## src/rtl/ir_hit_detector.sv

```systemverilog
// IR beam-break hit detector: synchronizer, debounce FSM and hit counter.
// One hit_pulse per debounced CLEAR-to-BLOCKED transition.
module ir_hit_detector #(
  parameter int unsigned DEBOUNCE_CYCLES = 1000000,
  parameter int unsigned MAX_COUNT       = 9
) (
  input  logic       clk,
  input  logic       rst,
  input  logic       ir_sensor,
  input  logic       clear_count,
  output logic       object_present,
  output logic       hit_pulse,
  output logic [3:0] hit_count,
  output logic       count_wrap
);

  typedef enum logic [1:0] {
    S_CLEAR,
    S_CONFIRM_HIT,
    S_BLOCKED,
    S_CONFIRM_CLEAR
  } state_t;

  localparam logic [23:0] DEB  = 24'(DEBOUNCE_CYCLES);
  localparam logic [3:0]  MAXC = 4'(MAX_COUNT);

  logic        r_sync1;
  logic        r_sync2;
  state_t      r_state;
  state_t      w_next;
  logic [23:0] r_stab;
  logic [23:0] w_stab_next;
  logic        w_hit;
  logic        w_obj_next;
  logic        r_obj;
  logic        r_pulse;
  logic [3:0]  r_count;
  logic        r_wrap;

  // Idle-high so a reset never looks like a blocked beam.
  always_ff @(posedge clk) begin
    if (rst) begin
      r_sync1 <= 1'b1;
      r_sync2 <= 1'b1;
    end else begin
      r_sync1 <= ir_sensor;
      r_sync2 <= r_sync1;
    end
  end

  always_comb begin
    w_next      = r_state;
    w_stab_next = r_stab;
    w_hit       = 1'b0;
    unique case (r_state)
      S_CLEAR: begin
        if (!r_sync2) begin
          w_next      = S_CONFIRM_HIT;
          w_stab_next = 24'd1;
        end else begin
          w_stab_next = 24'd0;
        end
      end
      S_CONFIRM_HIT: begin
        if (r_sync2) begin
          w_next      = S_CLEAR;
          w_stab_next = 24'd0;
        end else if (r_stab == DEB) begin
          w_next      = S_BLOCKED;
          w_stab_next = 24'd0;
          w_hit       = 1'b1;
        end else begin
          w_stab_next = r_stab + 24'd1;
        end
      end
      S_BLOCKED: begin
        if (r_sync2) begin
          w_next      = S_CONFIRM_CLEAR;
          w_stab_next = 24'd1;
        end else begin
          w_stab_next = 24'd0;
        end
      end
      S_CONFIRM_CLEAR: begin
        if (!r_sync2) begin
          w_next      = S_BLOCKED;
          w_stab_next = 24'd0;
        end else if (r_stab == DEB) begin
          w_next      = S_CLEAR;
          w_stab_next = 24'd0;
        end else begin
          w_stab_next = r_stab + 24'd1;
        end
      end
      default: begin
        w_next      = S_CLEAR;
        w_stab_next = 24'd0;
      end
    endcase
  end

  assign w_obj_next = (w_next == S_BLOCKED) ||
                      (w_next == S_CONFIRM_CLEAR);

  always_ff @(posedge clk) begin
    if (rst) begin
      r_state <= S_CLEAR;
      r_stab  <= 24'd0;
      r_obj   <= 1'b0;
      r_pulse <= 1'b0;
    end else begin
      r_state <= w_next;
      r_stab  <= w_stab_next;
      r_obj   <= w_obj_next;
      r_pulse <= w_hit;
    end
  end

  // A clear in the pulse cycle wins over the increment and the wrap.
  always_ff @(posedge clk) begin
    if (rst) begin
      r_count <= 4'd0;
      r_wrap  <= 1'b0;
    end else begin
      r_wrap <= 1'b0;
      if (clear_count) begin
        r_count <= 4'd0;
      end else if (r_pulse) begin
        if (r_count == MAXC) begin
          r_count <= 4'd0;
          r_wrap  <= 1'b1;
        end else begin
          r_count <= r_count + 4'd1;
        end
      end
    end
  end

  assign object_present = r_obj;
  assign hit_pulse      = r_pulse;
  assign hit_count      = r_count;
  assign count_wrap     = r_wrap;

endmodule
```

## config.mk

```make
export PLATFORM = sky130hd
export DESIGN_NAME = ir_hit_detector
export DESIGN_NICKNAME = d
export VERILOG_FILES = /design/src/rtl/ir_hit_detector.sv
export SDC_FILE = /design/constraint.sdc
export NUM_CORES = 1
export LEC_CHECK = 0
export CAP_MARGIN = 20
export CORE_MARGIN = 1.5
export CORE_UTILIZATION = 40
export CTS_BUF_LIST = sky130_fd_sc_hd__clkbuf_8
export DETAILED_ROUTE_END_ITERATION = 6
export PLACE_DENSITY = 0.65
export SLEW_MARGIN = 20
export SYNTH_ARGS = -nofsm -noshare
export SYNTH_HDL_FRONTEND = slang
export SYNTH_SLANG_ARGS = --single-unit
```

## constraint.sdc

```tcl
create_clock -name clk -period 1.95 [get_ports clk]
set_clock_uncertainty 0.2 [all_clocks]
set_input_delay 0.195 -clock clk [delete_from_list [all_inputs] [get_ports clk]]
set_output_delay 0.195 -clock clk [all_outputs]
set_load 0.02 [all_outputs]
```

# Word level (Yosys, flattened, before mapping)

Index checks and enable logic that the tools add are counted.

Reduce and logical (&&, ||, !) cells: 5
Equal/unequal tests: 7
$add $sub $neg: 2
Bitwise operators: 2
Mux-type cells: 16

Operators with widths:

| cell                  | count |
|---|---|
| $pmux 24 s4           | 1 |
| $mux 24               | 3 |
| $add 24x1->24 const B | 1 |
| $eq 24x20->1 const B  | 1 |
| $mux 2                | 6 |
| $eq 2x2->1 const B    | 4 |
| $pmux 2 s4            | 1 |
| $reduce_or 3->1       | 2 |
| $add 4x1->4 const B   | 1 |
| $eq 4x4->1 const B    | 1 |
| $mux 1                | 4 |
| $mux 4                | 1 |
| $eq 2x1->1 const B    | 1 |
| $logic_not 2->1       | 1 |
| $not 1->1             | 2 |
| $reduce_or 2->1       | 1 |
| $logic_or 1x1->1      | 1 |

Register bits after elaboration: 35
Output and inout port bits: 7
Logic and storage cells: 40
Input port bits: 4

# Longest topological paths before layout

Gate-level depths: netlist of the first run.

Depth in word-level cells: 6
Mapped depth: 7
Gate-level depth less buffers: 6

# Worst setup path after synthesis of the first run

OpenSTA, ideal clock, no wires.

Kind: reg2reg
Start: reg r_stab[2]
End: reg r_stab[17]
Clock period less this slack: 1.717 ns
Data arrival time: 1.448 ns
Data required time: 1.680 ns
Stages on the path, launching flop included: 7
Path slack: 0.233 ns
Library setup time: 0.070 ns
Path buffers: 2
Path through: dfxtp_1 > and4_1 > buf_6 > nand4_4 > buf_4 > or3_1 > a21oi_1

Longest elaborated chain between the ends: 4
Elaborated cells on any way between the ends: 6
Classes of those cells: add/sub (1); eq/ne (1); mux (4)

RTL lines:

| what                                          | RTL line | text |
|---|---|---|
| from (decl)                                   | 31       | `logic [23:0] r_stab;` |
| from (signal assigned)                        | 113      | `r_stab <= w_stab_next;` |
| $add 24x1->24 or $eq 24x20->1 (tied branches) | --       |  |
| $mux 24 *                                     | 68, 88   |  |
| $mux 24, on equally long branches             | 85, 65   |  |
| $pmux 24 s4 *                                 | 55       | `unique case (r_state)` |

Mark *: on every way between the ends. The rest lies on a longest branch, timed or not.
A chain may end at the register's enable or synchronous reset.

# Final worst setup path of the first run

Start: reg r_stab[8]
End: reg r_stab[21]

Same word-level chain as after synthesis.

==> results of run 1 <==
## final timing paths
kind | start | depth (start not counted) | to | slack [ps]
min | r_sync1$_SDFF_PP1_ | 1 | r_sync2$_SDFF_PP1_ | 210
max reg2reg | r_stab[8]$_SDFF_PP0_ | 4 | r_stab[21]$_SDFF_PP0_ | 100
min reg2reg | r_sync1$_SDFF_PP1_ | 1 | r_sync2$_SDFF_PP1_ | 210
max | r_stab[8]$_SDFF_PP0_ | 4 | r_stab[21]$_SDFF_PP0_ | 100
## cells by family after synthesis
family	after synthesis
simple gates	83
compound gates	36
flops	35
xor+xnor	12
buf+inv	8
fa+ha+maj	2
## power by group through the flow
stage / combinational [uW] / sequential [uW] / clock, uW
finish: 17.2 / 719 / 523
global route: 18.9 / 719 / 577
CTS: 17.3 / 719 / 544
detailed placement: 17.3 / 736 / 0
global placement: 16.9 / 736 / 0
floorplan: 7.32 / 736 / 0
## layout by cell type, fill, tap and decap left out
master,netlist,layout
nor2_1,15,15
or2_2,3,3
nand4_4,1,1
nor4_1,1,1
or3_1,8,8
o21bai_1,1,1
nand4_1,5,5
and3_1,3,3
xor2_1,9,9
buf_4,2,12
nor2b_1,2,2
dfxtp_1,35,32
o31ai_1,6,6
nand2b_1,1,1
o21ai_0,11,11
and4_1,2,1
and4_2,1,2
and4bb_2,1,1
nor3b_1,1,1
ha_1,2,2
clkdlybuf4s50_1,0,10
and2_1,2,2
nand3_1,14,14
xnor2_1,3,3
or4_1,6,6
dfxtp_2,0,3
nor4b_1,5,3
nand3b_1,1,1
a21oi_1,18,18
clkbuf_8,0,6
nand2_1,9,9
clkinv_2,0,1
inv_1,3,3
nor3_1,2,2
nor4b_2,0,2
## layout make-up
cell class                 count  share of cell area [%]
timing repair buffer          22                    10.1
inverter                       3                   0.597
sequential                    35                    37.3
multi-input combinational    133                    44.2
tap                           48                    3.18
clock buffer                   6                    4.38
clock inverter                 1                   0.265
## flip-flops by register name, indices dropped and copies added, names as in the netlist
| name | count |
|---|---|
| r_stab | 24 |
| hit_count | 4 |
| r_state | 2 |
| count_wrap | 1 |
| hit_pulse | 1 |
| object_present | 1 |
| r_sync1 | 1 |
| r_sync2 | 1 |
## per-layer routing
metal | GRT usage, % | wire length [um]
met3 | 6.34 | 100
met5 | 0 | 0
met1 | 19.2 | 1460
met4 | 6.77 | 51
met2 | 27.0 | 1600
## metrics by stage
step | utilization (%) | cells
finish | 50.8 | 248
global route | 50.8 | 248
CTS | 49.7 | 245
detailed placement | 47.3 | 238
global placement | 47.3 | 238
floorplan | - | 176
## timing repair
action,CTS,global route
setup endpoints to repair,0,25
resized for setup,0,6
endpoints found under the hold margin,0,0
setup buffers,0,3
==> results.md, run 1 <==
- Outcome: finished, final reports clean
- Top-level I/O count: 11
- Congestion Overflow GR: 0
- Drt initial violations: 64
- CTS Hold Buffers Added: 0
- Total number of nets in the final design: between 200 and 250
- RSZ-0062 raised after global routing: false
- Vias in the first global route: between 1000 and 1500
- CP Cell Sequence: and4_2, nand4_4, or4_1, a21oi_1
- Final cell area excluding filler cells: ~1900 um^2
- Remaining max-slew budget at the tightest pin: about 70%
- DRC violation count after routing: 0
- Global routing usage summed across all routing layers: between 10% and 20%
- Detailed-placement wirelength estimate: around 2300 um
- Antenna Cells: 0
- Synthesized area per cell: approximately 8.9 um^2
- Number of port buffers: 10
- Wire length of the first global-routing pass: 5380 um
- Simple logic cell fraction of the synthesized area: 31.4%
- Max-cap violation count: 0
- Total number of vias: between 1000 and 1500
- H-tree levels: 2
- Sum of buffers and inverters on the critical path: 0
- Core Box Area: around 3700 um^2
- Transition time at the pin with the least slew margin: ~430 ps
- Minimum clock period: 1850 ps
- CP Capture Type: flip-flop
- IR Drop Worst-Case VDD: around 0.00055 V
- Fraction of the yosys area taken by sequential cells: roughly 45%
- Clock slew at reported path FFs: roughly 70 ps
- Clock net sink count: 35
- Placement Setup Slack: approximately 24 ps
- Synth warnings: 0
- Cell at the root of the clock tree: clkbuf_8
- Number of flops mapped to enable cells by yosys: 0
- Worst stage delay on the critical path: ~550 ps
- Total setup violations reported at the end of the flow: 0
- Peak Freq: 539 MHz
- Switch Pwr: about 250 uW
- Flip-flop and latch area: 704 um^2
- Initial cell density of the core: 42.2%
- Relative area change from synthesis to final layout: 20.4%
- Fraction of final layout cells with drive strength greater than 1: 15.5%
- Final hold vios: 0
- Net count of the mapped netlist: between 150 and 200
- Data required time at the worst endpoint: approximately 2000 ps
- Cell internal pwr: between 1000 and 1500 uW
- Cell type contributing the most total cell area after synthesis: dfxtp_1
- Worst path slowest cell: or4_1
- Most common library cells after synthesis: dfxtp_1 (35), a21oi_1 (18), nor2_1 (15)
- WP data arrival: 1880 ps
- Die Footprint: ~4300 um^2
- Kind of path behind the tightest hold check: reg -> reg
- Cell with the most instances after synthesis: dfxtp_1
- Detailed-routing iteration count for the pre-antenna-repair pass: 4
- Routability Congestion: 0.785
- Cell Rows: 22
- Cells after Synth: around 180
- Aggregate routed wire length: about 3200 um
- Adder-cell share of the synthesized area: under 10%
- Fraction of power spent switching nets: 20.2%
- Clock latency on the worst-skew pair: 290 ps
- Post-synth top area share: between 40% and 50%
- Number of buffers on the longest clock path: 2
- Main combinational cell family by area after synthesis: simple AND/OR/NAND/NOR gates
- Final worst setup slack: approximately 96 ps
- Clock power frac: just over 40%
- CP Max Fanout: 14
- Sum Neg Setup Slack: 0 ps
- Share of synthesized area spent on multiplexers: 0%
- Share of synthesized registers carrying an async set or reset: 0%
- Number of storage elements in the synthesis netlist: 35
- Share of power burned in combinational logic: 1.4%
- Number of routed nets with antenna violations: 0
- CTS buffer count: 5
- Static Leak: 0.000599 uW
- Average wire per cell in the routed design: ~13 um
- CTS tree: yes
- Critical path class: reg -> reg
- Cell Area, Synth: roughly 1600 um^2
- Areal power density over the cells: 668 nW/um^2
- Yosys cell types: 32
- Overall power: approximately 1300 uW
- Number of antenna violations at the first check in global routing: 0
- Fraction of power consumed by sequential logic: about 57%
- Hold Worst Slack: between 200 and 250 ps
- Via count normalized by instance count: roughly 5.4
- Cell class contributing the biggest share of worst-path delay: simple AND/OR/NAND/NOR gates
- Cell types with the largest area share after synthesis: dfxtp_1 (45%), a21oi_1 (5.7%), xor2_1 (5.0%), nand3_1 (4.5%), nor2_1 (3.6%)
- Post-synthesis share of cell area spent on xor and xnor gates: roughly 6.7%
- Maximum number of pins on one net before global-route repair: 19
- Instance area at placement: around 1800 um^2
- Max-slew violation count: 0
- Startpoint type of the worst setup path: flip-flop
- Compound-gate portion of the synthesized area: between 10% and 20%
- Final worst path period share: 95.1%
- Predominant post-synthesis flop cell: dfxtp_1
- Filler cells: around 360
- Chip width: approximately 66 um
- Die span in y: 65.6 um
- Multi-input gate area: ~830 um^2
No activity file was read; power rests on OpenSTA's default activity.
==> inputs of run 2 (changes only) <==
DONT_BUFFER_PORTS = 1   (was unset)
PLACE_DENSITY = 0.61   (was 0.65)
REMOVE_ABC_BUFFERS = 1   (was unset)
SKIP_LAST_GASP = 1   (was unset)
==> run 2 against run 1 <==
- count of clock-buffer cells in the layout decreased by 1
- power increased by 10%
- register-to-register slack about the same
- first-iteration DRC count shrank 9.4%
- setup slack got worse by 14 ps
- critical path depth is 1 higher
- global-route usage up 0.34 points
- non-clock buffer count down 7
- design area fell by 1.3%
- utilization is 0.67 points lower
- maximum frequency fell by 0.74%
==> results.md, run 2 (synthesis results as in run 1) <==
- Sum Neg Setup Slack: 0 ps
- Total number of nets in the final design: 200
- WP data arrival: 1890 ps
- Cell at the root of the clock tree: clkbuf_8
- Antenna Cells: 0
- Average wire per cell in the routed design: between 10 and 15 um
- Via count normalized by instance count: around 5.6
- Core Box Area: 3720 um^2
- Drt initial violations: 58
- Wire length of the first global-routing pass: around 5500 um
- Overall power: 1390 uW
- CTS buffer count: 5
- Minimum clock period: 1870 ps
- Clock slew at reported path FFs: around 80 ps
- Register name with the most flops: r_stab
- Data required time at the worst endpoint: 1970 ps
- CP Max Fanout: 6
- Remaining max-slew budget at the tightest pin: ~75%
- Number of routed nets with antenna violations: 0
- Routability Congestion: slightly below 0.8
- Detailed-routing iteration count for the pre-antenna-repair pass: 4
- Total setup violations reported at the end of the flow: 0
- Max FFs per register: 24
- RSZ-0062 raised after global routing: false
- Fraction of final layout cells with drive strength greater than 1: 16.9%
- Final worst path period share: 95.8%
- Kind of path behind the tightest hold check: in -> reg
- Relative area change from synthesis to final layout: 18.8%
- Outcome: finished, final reports clean
- Filler cells: 350
- Clock latency on the worst-skew pair: 290 ps
- Vias in the first global route: 1250
- Die Footprint: roughly 4300 um^2
- Initial cell density of the core: between 40% and 50%
- Transition time at the pin with the least slew margin: approximately 380 ps
- Detailed-placement wirelength estimate: 2240 um
- Most frequent cells in the layout: dfxtp_1 (33), a21oi_1 (18), nor2_1 (15), nand3_1 (14), buf_4 (12)
- Top-level I/O count: 11
- DRC violation count after routing: 0
- Cell Rows: 22
- Critical path class: reg -> reg
- CP Capture Type: flip-flop
- Instance area at placement: approximately 1700 um^2
- Die span in y: roughly 66 um
- CTS tree: yes
- Chip width: about 66 um
- Number of port buffers: 0
- Peak Freq: roughly 540 MHz
- H-tree levels: 2
- IR Drop Worst-Case VDD: 0.000521 V
- Max-slew violation count: 0
- Startpoint type of the worst setup path: flip-flop
- Static Leak: approximately 0.0006 uW
- Maximum number of pins on one net before global-route repair: 19
- Aggregate routed wire length: 3520 um
- Leading cell type in the layout, fill and taps excluded: dfxtp_1
- Total number of vias: between 1000 and 1500
- Final hold vios: 0
- Global routing usage summed across all routing layers: between 15 and 20%
- Max-cap violation count: 0
- Congestion Overflow GR: 0
- Number of antenna violations at the first check in global routing: 0
- Number of buffers on the longest clock path: 2
- Final cell area excluding filler cells: around 1900 um^2
- Areal power density over the cells: approximately 740 nW/um^2
- Clock net sink count: 35
[run 2: cell types whose count changed in the layout (fill, tap and decap cells not counted), sizes merged]
| cell | change |
|---|---|
| clkdlybuf4s50 | -10 |
| dlygate4sd3 | +3 |
| bufinv | +1 |
| clkbuf | -1 |
| clkinv | +1 |
| nand4 | +1 |
[run 2: worst paths after layout]
path         slack [ps]                    end  cells past startpoint            startpoint
max                  80  r_stab[14]$_SDFF_PP0_                      5  r_stab[5]$_SDFF_PP0_
min                 180   r_stab[1]$_SDFF_PP0_                      4                   rst
max reg2reg          80  r_stab[14]$_SDFF_PP0_                      5  r_stab[5]$_SDFF_PP0_
min reg2reg         210     r_sync2$_SDFF_PP1_                      1    r_sync1$_SDFF_PP1_
[run 2: area by class of cell]
type,count,area [um^2],area share [%]
well taps,48,60.1,3.23
clock inverters,3,43.8,2.35
multi-input cells,134,855,45.9
repair buffers,15,120,6.45
clock buffers,5,68.8,3.70
inverters,3,11.3,0.605
flip-flops and latches,35,703,37.8
[run 2: metrics by stage]
step | setup WS, ps | util (%) | instances | hold WS, ps
after floorplan | -223 | - | 171 | 64.1
after global placement | 91.5 | 44.6 | 228 | 65.4
after detailed placement | 18.3 | 44.6 | 228 | 71.8
after CTS | 13.2 | 48.5 | 239 | 168
after global routing | 2.93 | 50.1 | 243 | 197
final | 82.3 | 50.1 | 243 | 175
[run 2: routing by layer]
layer	vias to the layer above	wire [um]	GRT usage [%]
met4	0	104	8.59
met1	635	1510	20.6
met2	37	1700	26.1
met5	-	0	0
li1	680	-	-
met3	12	199	5.82
[run 2: power by group]
group	switching (uW)	internal [uW]	leakage (uW)
combinational	7.21	9.18	0.000258
clock	271	380	0.0000581
sequential	1.73	717	0.000283
[run 2: timing repair]
action,4_1_cts,5_1_grt
endpoints found under the hold margin,12,0
setup buffers,0,3
endpoints found under the setup margin,1,26
hold buffers,3,0
pin swaps,1,2
cloned,0,1
gates resized for setup,0,8
[run 2: critical path, cell delays in order (launching register included)]
cell and delay [ps]:
dfxtp_1 440, and4_4 300, buf_4 160, nand3_1 170
or3_1 380, a21oi_1 140
